`config.mk`:
```
export PLATFORM = sky130hd
export DESIGN_NAME = timer_seq_top
export DESIGN_NICKNAME = d
export VERILOG_FILES = /design/src/rtl/timer_pkg.sv /design/src/rtl/timer_seq_top.sv /design/src/rtl/timer_sequencer_timer.sv /design/src/rtl/timer_sequencer.sv
export SDC_FILE = /design/constraint.sdc
export NUM_CORES = 1
export LEC_CHECK = 0
export BUFFER_PORTS_ARGS = -buffer_cell sky130_fd_sc_hd__buf_2
export CORE_ASPECT_RATIO = 0.75
export CORE_UTILIZATION = 53
export DETAILED_ROUTE_END_ITERATION = 10
export HOLD_SLACK_MARGIN = 0.03
export PLACE_DENSITY_LB_ADDON = 0.08
export SLEW_MARGIN = 20
export SYNTH_ARGS = -nofsm -noshare
export SYNTH_HDL_FRONTEND = slang
export SYNTH_SLANG_ARGS = --single-unit
```
`constraint.sdc`:
```
create_clock -name clk_2K -period 4.33 [get_ports clk_2K]
set_clock_uncertainty 0.05 [all_clocks]
set_input_delay 0.6495 -clock clk_2K [delete_from_list [all_inputs] [get_ports clk_2K]]
set_output_delay 0.6495 -clock clk_2K [all_outputs]
set_load 0.01 [all_outputs]
```
`src/rtl/timer_pkg.sv`:
```
// Shared definitions for the timer sequencer.
// Contents:
//   DEF_WIDTH / DEF_CLR_TIMEOUT  default duration/count width and the reset-acknowledge timeout
//   state_e                      sequencer state encoding
//   clr_cnt_width()              width of the CLEAR-phase cycle counter (never narrower than 3 bits)
package timer_pkg;

    localparam int DEF_WIDTH       = 12;
    localparam int DEF_CLR_TIMEOUT = 8;

    typedef enum logic [2:0] {
        ST_IDLE  = 3'd0,
        ST_CLEAR = 3'd1,
        ST_RUN   = 3'd2,
        ST_FIRE  = 3'd3,
        ST_FLT   = 3'd4
    } state_e;

    // The counter must be able to hold the value CLR_TIMEOUT itself.
    function automatic int clr_cnt_width(input int timeout);
        int w;
        w = 3;
        while ((1 << w) <= timeout) begin
            w = w + 1;
        end
        return w;
    endfunction

endpackage

```
`src/rtl/timer_seq_top.sv`:
```
// Wrapper pairing one timer_sequencer with one timer_sequencer_timer.
// Ports:
//   clk_2K, RESET_N        clock and asynchronous active-low reset
//   REQ, DURATION, ABORT   request interface of the sequencer
//   ACK, BUSY, EXPIRED, FAULT  sequencer status
module timer_seq_top
    import timer_pkg::*;
#(
    parameter int WIDTH       = DEF_WIDTH,
    parameter int CLR_TIMEOUT = DEF_CLR_TIMEOUT
) (
    input  logic             clk_2K,
    input  logic             RESET_N,
    input  logic             REQ,
    input  logic [WIDTH-1:0] DURATION,
    input  logic             ABORT,
    output logic             ACK,
    output logic             BUSY,
    output logic             EXPIRED,
    output logic             FAULT
);

    logic             t_start;
    logic             t_reset;
    logic [WIDTH-1:0] t_count;
    logic             t_done;
    logic             t_rst_ok;

    timer_sequencer #(
        .WIDTH       (WIDTH),
        .CLR_TIMEOUT (CLR_TIMEOUT)
    ) u_seq (
        .clk_2K   (clk_2K),
        .RESET_N  (RESET_N),
        .REQ      (REQ),
        .DURATION (DURATION),
        .ABORT    (ABORT),
        .ACK      (ACK),
        .BUSY     (BUSY),
        .EXPIRED  (EXPIRED),
        .FAULT    (FAULT),
        .T_START  (t_start),
        .T_RESET  (t_reset),
        .T_COUNT  (t_count),
        .T_DONE   (t_done),
        .T_RST_OK (t_rst_ok)
    );

    timer_sequencer_timer #(
        .WIDTH (WIDTH)
    ) u_timer (
        .clk_2K  (clk_2K),
        .RESET_N (RESET_N),
        .START   (t_start),
        .RESET   (t_reset),
        .COUNT   (t_count),
        .DONE    (t_done),
        .RST_OK  (t_rst_ok)
    );

endmodule

```
`src/rtl/timer_sequencer_timer.sv`:
```
// Simple up-counting timer used alongside the sequencer in timer_seq_top.
// Ports:
//   clk_2K, RESET_N   clock and asynchronous active-low reset
//   START             count up by one per cycle (saturates at all-ones)
//   RESET             clear the count; acknowledged one cycle later on RST_OK
//   COUNT             current count
//   DONE              count has reached all-ones
//   RST_OK            count has been cleared and no run has started since
module timer_sequencer_timer #(
    parameter int WIDTH = 12
) (
    input  logic             clk_2K,
    input  logic             RESET_N,
    input  logic             START,
    input  logic             RESET,
    output logic [WIDTH-1:0] COUNT,
    output logic             DONE,
    output logic             RST_OK
);

    logic [WIDTH-1:0] count_d, count_q;
    logic             done_d, done_q;
    logic             rst_ok_d, rst_ok_q;

    always_comb begin
        count_d  = count_q;
        done_d   = done_q;
        rst_ok_d = rst_ok_q;
        if (RESET) begin
            count_d  = '0;
            done_d   = 1'b0;
            rst_ok_d = 1'b1;
        end else if (START) begin
            rst_ok_d = 1'b0;
            if (count_q != '1) begin
                count_d = count_q + WIDTH'(1);
            end
            done_d = (count_d == '1);
        end
    end

    always_ff @(posedge clk_2K or negedge RESET_N) begin
        if (!RESET_N) begin
            count_q  <= '0;
            done_q   <= 1'b0;
            rst_ok_q <= 1'b0;
        end else begin
            count_q  <= count_d;
            done_q   <= done_d;
            rst_ok_q <= rst_ok_d;
        end
    end

    assign COUNT  = count_q;
    assign DONE   = done_q;
    assign RST_OK = rst_ok_q;

endmodule

```
`src/rtl/timer_sequencer.sv`:
```
// Delay sequencer driving an external timer: on an accepted request it resets
// the timer, waits for the reset acknowledge, runs the timer until the
// requested duration is reached and then pulses EXPIRED.
// Ports:
//   clk_2K, RESET_N          2 kHz clock, asynchronous active-low reset
//   REQ, DURATION            delay request and its length (sampled only in IDLE)
//   ABORT                    cancel any delay in progress (wins over REQ and expiry)
//   ACK                      one-cycle pulse: request accepted
//   BUSY                     high whenever not IDLE
//   EXPIRED                  one-cycle pulse: delay elapsed
//   FAULT                    sticky: timer reset was not acknowledged in time
//   T_START, T_RESET         timer control
//   T_COUNT, T_DONE, T_RST_OK timer status
module timer_sequencer
    import timer_pkg::*;
#(
    parameter int WIDTH       = DEF_WIDTH,
    parameter int CLR_TIMEOUT = DEF_CLR_TIMEOUT
) (
    input  logic             clk_2K,
    input  logic             RESET_N,
    input  logic             REQ,
    input  logic [WIDTH-1:0] DURATION,
    input  logic             ABORT,
    output logic             ACK,
    output logic             BUSY,
    output logic             EXPIRED,
    output logic             FAULT,
    output logic             T_START,
    output logic             T_RESET,
    input  logic [WIDTH-1:0] T_COUNT,
    input  logic             T_DONE,
    input  logic             T_RST_OK
);

    localparam int            CW       = clr_cnt_width(CLR_TIMEOUT);
    localparam logic [CW-1:0] CLR_LAST = CW'(CLR_TIMEOUT);

    state_e           state_d, state_q;
    logic [WIDTH-1:0] dur_d, dur_q;
    logic [CW-1:0]    cnt_d, cnt_q;
    logic             ack_d, ack_q;
    logic             busy_d, busy_q;
    logic             expired_d, expired_q;
    logic             fault_d, fault_q;
    logic             t_start_d, t_start_q;
    logic             t_reset_d, t_reset_q;

    always_comb begin
        state_d = state_q;
        dur_d   = dur_q;
        cnt_d   = '0;
        fault_d = fault_q;
        ack_d   = 1'b0;

        case (state_q)
            ST_IDLE: begin
                if (REQ && !ABORT) begin
                    state_d = ST_CLEAR;
                    dur_d   = DURATION;
                    fault_d = 1'b0;
                    ack_d   = 1'b1;
                end
            end
            ST_CLEAR: begin
                // cnt_q == 0 marks the first CLEAR cycle, where RST_OK may
                // still reflect a previous reset and is not trusted.
                if (ABORT) begin
                    state_d = ST_IDLE;
                end else if (cnt_q != '0 && T_RST_OK) begin
                    state_d = ST_RUN;
                end else if (cnt_q == CLR_LAST) begin
                    state_d = ST_FLT;
                    fault_d = 1'b1;
                end else begin
                    cnt_d = cnt_q + CW'(1);
                end
            end
            ST_RUN: begin
                if (ABORT) begin
                    state_d = ST_IDLE;
                end else if ((T_COUNT >= dur_q) || T_DONE) begin
                    state_d = ST_FIRE;
                end
            end
            ST_FIRE: state_d = ST_IDLE;
            ST_FLT:  state_d = ST_IDLE;
            default: state_d = ST_IDLE;
        endcase

        // Outputs are registered alongside the state they belong to.
        busy_d    = (state_d != ST_IDLE);
        expired_d = (state_d == ST_FIRE);
        t_start_d = (state_d == ST_RUN);
        t_reset_d = (state_d == ST_CLEAR);
    end

    always_ff @(posedge clk_2K or negedge RESET_N) begin
        if (!RESET_N) begin
            state_q   <= ST_IDLE;
            dur_q     <= '0;
            cnt_q     <= '0;
            ack_q     <= 1'b0;
            busy_q    <= 1'b0;
            expired_q <= 1'b0;
            fault_q   <= 1'b0;
            t_start_q <= 1'b0;
            t_reset_q <= 1'b0;
        end else begin
            state_q   <= state_d;
            dur_q     <= dur_d;
            cnt_q     <= cnt_d;
            ack_q     <= ack_d;
            busy_q    <= busy_d;
            expired_q <= expired_d;
            fault_q   <= fault_d;
            t_start_q <= t_start_d;
            t_reset_q <= t_reset_d;
        end
    end

    assign ACK     = ack_q;
    assign BUSY    = busy_q;
    assign EXPIRED = expired_q;
    assign FAULT   = fault_q;
    assign T_START = t_start_q;
    assign T_RESET = t_reset_q;

endmodule
```
# After elaboration in Yosys (flattened, before gate mapping)
# Cells that the tools add are included.
dict set report totals {
  inputBits 16
  ramBits 0
  mem_count 0
  regBits 39
  rom_bits 0
  output_inout_bits 4
  latchBits 0
  elab_cells 65
}
dict set report op_classes {
  n_mul 0
  addsub 2
  n_mux 27
  n_lt_le_gt_ge 1
  reduce_logical 11
  shift 0
  n_div 0
  n_eq_ne 12
  bitwise_logic 0
}
# op count
set op_table {}
lappend op_table {{two-way mux 12 bit} 5}
lappend op_table {{two-way mux 3 bit} 6}
lappend op_table {{two-way mux 4 bit} 4}
lappend op_table {{adder 12 x 1 -> 12 bit (second input constant)} 1}
lappend op_table {{equality test 12 bit (second input constant)} 1}
lappend op_table {{greater-or-equal comparator 12 bit} 1}
lappend op_table {{inequality test 12 bit (second input constant)} 1}
lappend op_table {{two-way mux 1 bit} 10}
lappend op_table {{equality test 3 x 2 -> 1 bit (second input constant)} 3}
lappend op_table {{case mux 3 bit (3 select lines)} 1}
lappend op_table {{equality test 3 x 1 -> 1 bit (second input constant)} 2}
lappend op_table {{AND reduction 5 bit} 1}
lappend op_table {{adder 4 x 1 -> 4 bit (second input constant)} 1}
lappend op_table {{equality test 4 bit (second input constant)} 1}
lappend op_table {{inequality test 2 x 1 -> 1 bit (second input constant)} 2}
lappend op_table {{inequality test 2 bit (second input constant)} 2}
lappend op_table {{nonzero test 2 bit} 2}
lappend op_table {{nonzero test 4 bit} 1}
lappend op_table {{logical NOT 3 bit} 1}
lappend op_table {{nonzero test 3 bit} 1}
lappend op_table {{logical AND 1 bit} 2}
lappend op_table {{case mux 1 bit (2 select lines)} 1}
lappend op_table {{AND reduction 2 bit} 1}
lappend op_table {{logical NOT 1 bit} 1}
lappend op_table {{logical OR 1 bit} 1}

# Longest topological paths before layout
dict set report depth {
  depth_word 7
  ltp_mapped 7
  depth_no_buf 7
}

# Cells and area by module
# A second synthesis with hierarchy kept.
dict set report unflattened {
  cells_unflattened 242
  hier_area_um2 2255.9
}
# module area_each_um2 seq_area_each_um2 n_inst cells_each
set by_module_without_submodules {}
lappend by_module_without_submodules {timer_sequencer 1315.0 625.6 1 134}
lappend by_module_without_submodules {timer_sequencer_timer 940.9 350.3 1 108}

# Worst setup path after synthesis
# No wires, ideal clock.
dict set report synth_timing {
  kind {register to register}
  start {reg u_timer.count_q[9], in the netlist u_timer.COUNT[9]}
  end {reg u_seq.state_q[0]}
  synth_period_minus_slack_ns 1.928
  t_arrival_ns 1.739
  n_path_buf 0
  path_stages_with_launch 7
  setup_time_ns 0.139
  t_required_ns 4.141
  path_slack_ns 2.402
  cell_sequence {dfrtp_1 > ha_1 > a21o_1 > a21o_1 > a211o_1 > a221oi_1 > o21ai_0}
}
dict set report synth_between {
  elab_chain_cells 5
}
# element line_no
set synth_lines {}
lappend synth_lines {{start: declaration} timer_sequencer_timer.sv:21} ;# logic [WIDTH-1:0] count_d, count_q;
lappend synth_lines {{start signal: assignment} timer_sequencer_timer.sv:48} ;# count_q <= count_d;
lappend synth_lines {{greater-or-equal comparator 12 bit} timer_sequencer.sv:82} ;# end else if ((T_COUNT >= dur_q) || T_DONE) begin
lappend synth_lines {{logical OR 1 bit} timer_sequencer.sv:82}
lappend synth_lines {{two-way mux 3 bit} timer_sequencer.sv:82}
lappend synth_lines {{two-way mux 3 bit} timer_sequencer.sv:80} ;# if (ABORT) begin
lappend synth_lines {{case mux 3 bit (3 select lines)} timer_sequencer.sv:56} ;# case (state_q)
lappend synth_lines {{net u_seq.state_d[0]} timer_sequencer.sv:39} ;# state_e state_d, state_q;
lappend synth_lines {{end signal: assignment} timer_sequencer.sv:110} ;# state_q <= state_d;
lappend synth_lines {{end: declaration} timer_sequencer.sv:39}
# The timed path passes the listed nets, and every way through them passes these cells.
# A chain may end at the register's enable or synchronous reset.

# Worst setup path in the final report
dict set report layout_timing {
  start {reg u_timer.count_q[1], in the netlist u_timer.COUNT[1]}
  end {reg u_timer.done_q, in the netlist u_timer.DONE}
}
dict set report layout_between {
  elab_chain_cells 7
  word_cells_on_any_way 8
  classes_between {add/sub (1); eq/ne (2); mux (5)}
}
# element line_no
set layout_lines {}
lappend layout_lines {{adder 12 x 1 -> 12 bit or inequality test 12 bit (tied branches)} {timer_sequencer_timer.sv:36, timer_sequencer_timer.sv:35}}
lappend layout_lines {{two-way mux 12 bit *} timer_sequencer_timer.sv:35} ;# if (count_q != '1) begin
lappend layout_lines {{two-way mux 12 bit *} timer_sequencer_timer.sv:33} ;# end else if (START) begin
lappend layout_lines {{two-way mux 12 bit *} timer_sequencer_timer.sv:29} ;# if (RESET) begin
lappend layout_lines {{equality test 12 bit *} timer_sequencer_timer.sv:38} ;# done_d = (count_d == '1);
lappend layout_lines {{two-way mux 1 bit *} timer_sequencer_timer.sv:33}
lappend layout_lines {{two-way mux 1 bit *} timer_sequencer_timer.sv:29}
lappend layout_lines {{end signal: assignment} timer_sequencer_timer.sv:49} ;# done_q <= done_d;
lappend layout_lines {{end: declaration} timer_sequencer_timer.sv:22} ;# logic done_d, done_q;
# Every way passes the cells marked *; elsewhere a longest branch is shown, timed or not. The select of a mux whose other input is x is not followed.

==> results.toml <==
[yosys]
synth.area.top_cells = "dfrtp_1, ha_1, o21ai_0, nand2_1, inv_1"
synth_top_family_by_area = "simple AND/OR/NAND/NOR gates"
synthXorXnorAreaFrac_pct = 2.422
synth_edf_count = 0
synth-compound-area-share_pct = 15.22
synth_area_sq_um = 2170
seq_area_frac_synth_pct = 44.98
yosys.area.top_type = "dfrtp_1"
netlist_instances = 231
synth.avg_cell_area_sq_um = 9.392
syn_nets = 262
async_flop_share_pct = 100.0
synth_mux_area_share_pct = 0.9227
yosysTopAreaCellShare_pct = 44.98
synth.distinct_cells = 48
synth-seq-cells = 39
synthAdderAreaFrac_pct = 9.112
yosysWarnings = 0
yosys.area_share.simple_pct = 21.86
synthFlopType = "dfrtp_1"

[setup_path]
r2r_slack_ps = 2190
crit_path_end = "u_timer.DONE"
cp_cell_sequence = "ha_1 -> nand3_4 -> nor4_2 -> a22oi_1 -> a31oi_1 -> a32o_1"
crit_family = "simple AND/OR/NAND/NOR gates"
critPathSlowestCell = "nor4_2"
cp.required_ps = 4500
cp.buffers_inverters = 0
r2r-end = "u_timer.DONE"
path_max_fanout = 10
slowest_delay_ps = 480
cp_num_cells = 6
arrival_ps = 2310
r2r_cells = 6
r2r_start = "u_timer.COUNT[1]"
worstSetupStartpoint = "u_timer.COUNT[1]"
start_kind = "register"
end_kind = "register"
worstSetupPathType = "reg -> reg"

[sta]
hold_viol = 0
grt_setup_unrepaired = "no"
max_freq_ghz = 0.4679
final-max-slew-violation-count = 0
worst_pin_slew_ps = 838.9
setup_viol = 0
fin_setup_tns_ps = 0
relSlewSlack_pct = 44.07
period_share_pct = 49.35
layout_min_cycle_time_ps = 2137

[clock_tree]
htree_levels = 2
cts_setup_buffers = 0
clk_latency_ps = 280
cts_tree = "done"
post_cts_resized = 0
numClockSinks = 39
cts_hold_buffers = 0
cts_made_buffers = 5
clockBufferDepth = 2
path_clk_slew_ps = 70
cts_root_buf = "clkbuf_8"

[power]
total_power_uw = 792.3
power_frac_comb_pct = 12.5
power_frac_clock_pct = 36.0
power.switching_uw = 192.1
power_density_nw_per_um2 = 329.6
ir_drop_v = 0.0002125
internal_power_uw = 600.2
leakagePower_nw = 1.154
swShare_pct = 24.25
p_seq_share_pct = 51.5

[drt]
vias = 1667
dr_wl_met2_mm = 1.823
wl_met1_mm = 2.173
detail_route.drc_violations = 0
top_layer = "met4"
drtIter0Drc = 131
avgRoutedWirePerCell_um = 14.17
met3WireLength_um = 266
detail_route.vias_per_cell = 5.502
drt-total-wl_mm = 4.293
first_pass_iters = 4
ant_nets = 0

[global_route]
overflow = 0
grt_max_degree = 40
grt.total_usage_pct = 23.60
antenna_found_initial = 0
grt_pass1_vias = 1594
grt_pass1_wl_mm = 7.486

[placement]
dp_hpwl_mm = 3.217
numPortBuffers = 19
place_congestion = 0.9160
postPlaceCellArea_sq_um = 2301

[floorplanning]
fp-row-count = 19
fp.coreArea_sq_um = 3780
ioPinCount = 20
chipWidth_um = 75.88
start_util_pct = 57.40
die_h_um = 57.41
die_area_sq_um = 4356

[worst_hold_path]
hold_class = "in -> async"

[final_layout]
syn2layout_area_growth_pct = 10.78
fin_area_sq_um = 2404
antenna-diode-count = 0
nets = 282
drive_gt1_share_pct = 14.74
fillCellCount = 323

[status]
outcome = "finished, final reports clean"

[flow_run]
cap_violations = 0
==> flip-flops by register name, summed over array words and instances, names as in the netlist <==
register and cells:
u_seq.dur_q 12, u_timer.COUNT 12, u_seq.cnt_q 4, u_seq.state_q 3, u_seq.ACK 1, u_seq.BUSY 1
u_seq.EXPIRED 1, u_seq.FAULT 1, u_seq.T_RESET 1, u_seq.T_START 1, u_timer.DONE 1, u_timer.RST_OK 1
==> worst reg2reg max path, stage by stage, from the launching register on <==
cell and delay, ps:
dfrtp_1 420, ha_1 400, nand3_4 170, nor4_2 480, a22oi_1 170, a31oi_1 190
a32o_1 180
==> metal layers <==
layer	vias up	GRT usage, %
met2	45	32.62
met5	-	0
met3	2	6.890
met1	771	34.63
li1	849	-
met4	0	9.259
==> cell usage after synthesis, types with 2 or more instances <==
| library cell | instances |
|---|---|
| a31oi_1 | 3 |
| inv_1 | 24 |
| clkbuf_1 | 3 |
| xnor2_1 | 6 |
| nand2b_1 | 2 |
| nand3_1 | 5 |
| mux2i_1 | 2 |
| a21o_1 | 7 |
| nor4_1 | 3 |
| nand4_1 | 3 |
| o21ai_0 | 22 |
| dfrtp_1 | 39 |
| nand2_1 | 29 |
| and2_1 | 2 |
| nor4b_1 | 2 |
| or3_2 | 3 |
| nor3_1 | 7 |
| a21oi_1 | 7 |
| and3_1 | 3 |
| ha_1 | 15 |
| nor2_1 | 17 |
==> cells in the final DEF (no fill, tap or decap), types with 7 or more instances in the layout <==
| master | count |
|---|---|
| nor2_1 | 17 |
| dfrtp_1 | 39 |
| nor3_1 | 7 |
| buf_2 | 19 |
| o21ai_0 | 22 |
| ha_1 | 15 |
| a21o_1 | 7 |
| inv_1 | 24 |
| a21oi_1 | 7 |
| nand2_1 | 29 |
==> power groups by stage <==
stage | sequential, mW | combinational, mW | clock [mW]
final | 0.408 | 0.0991 | 0.285
after global routing | 0.413 | 0.117 | 0.311
after CTS | 0.409 | 0.102 | 0.294
after detailed placement | 0.416 | 0.101 | 0
after global placement | 0.415 | 0.0985 | 0
after floorplan | 0.410 | 0.0669 | 0
==> worst min path at each step <==
stage,end,slack (ps)
finish,u_seq.cnt_q[0],410
global route,u_timer.RST_OK,460
CTS,u_seq.cnt_q[0],440
detailed placement,u_timer.RST_OK,420
global placement,u_timer.RST_OK,420
floorplan,u_seq.ACK,300
==> final cells by class <==
| type | count | area [sq um] | share of cell area [%] |
|---|---|---|---|
| Clock inverter | 1 | 30.03 | 1.249 |
| Multi-Input combinational cell | 162 | 1075 | 44.72 |
| Timing Repair Buffer | 19 | 95.09 | 3.956 |
| Clock buffer | 6 | 72.57 | 3.019 |
| Tap cell | 52 | 65.06 | 2.707 |
| Sequential cell | 39 | 975.9 | 40.60 |
| Inverter | 24 | 90.09 | 3.748 |
==> per-stage QoR <==
stage / setup WS (ps) / std cells / utilization, % / hold WS [ps]
after floorplan: 2402 / 231 / - / 303.9
after global placement: 2152 / 296 / 60.87 / 417.0
after detailed placement: 2135 / 296 / 60.87 / 415.8
after CTS: 2200 / 303 / 63.59 / 440.1
after global routing: 1980 / 303 / 63.59 / 463.8
final: 2193 / 303 / 63.59 / 413.7
==> kinds of logic after synthesis <==
family	after synthesis
adders and majority gates	16
buffers and inverters	30
and+or+nand+nor	88
DFF	39
AOI/OAI and AO/OA	50
muxes	2
xor gates and xnor gates	6
Note: power is estimated with default switching activity, not from simulation.
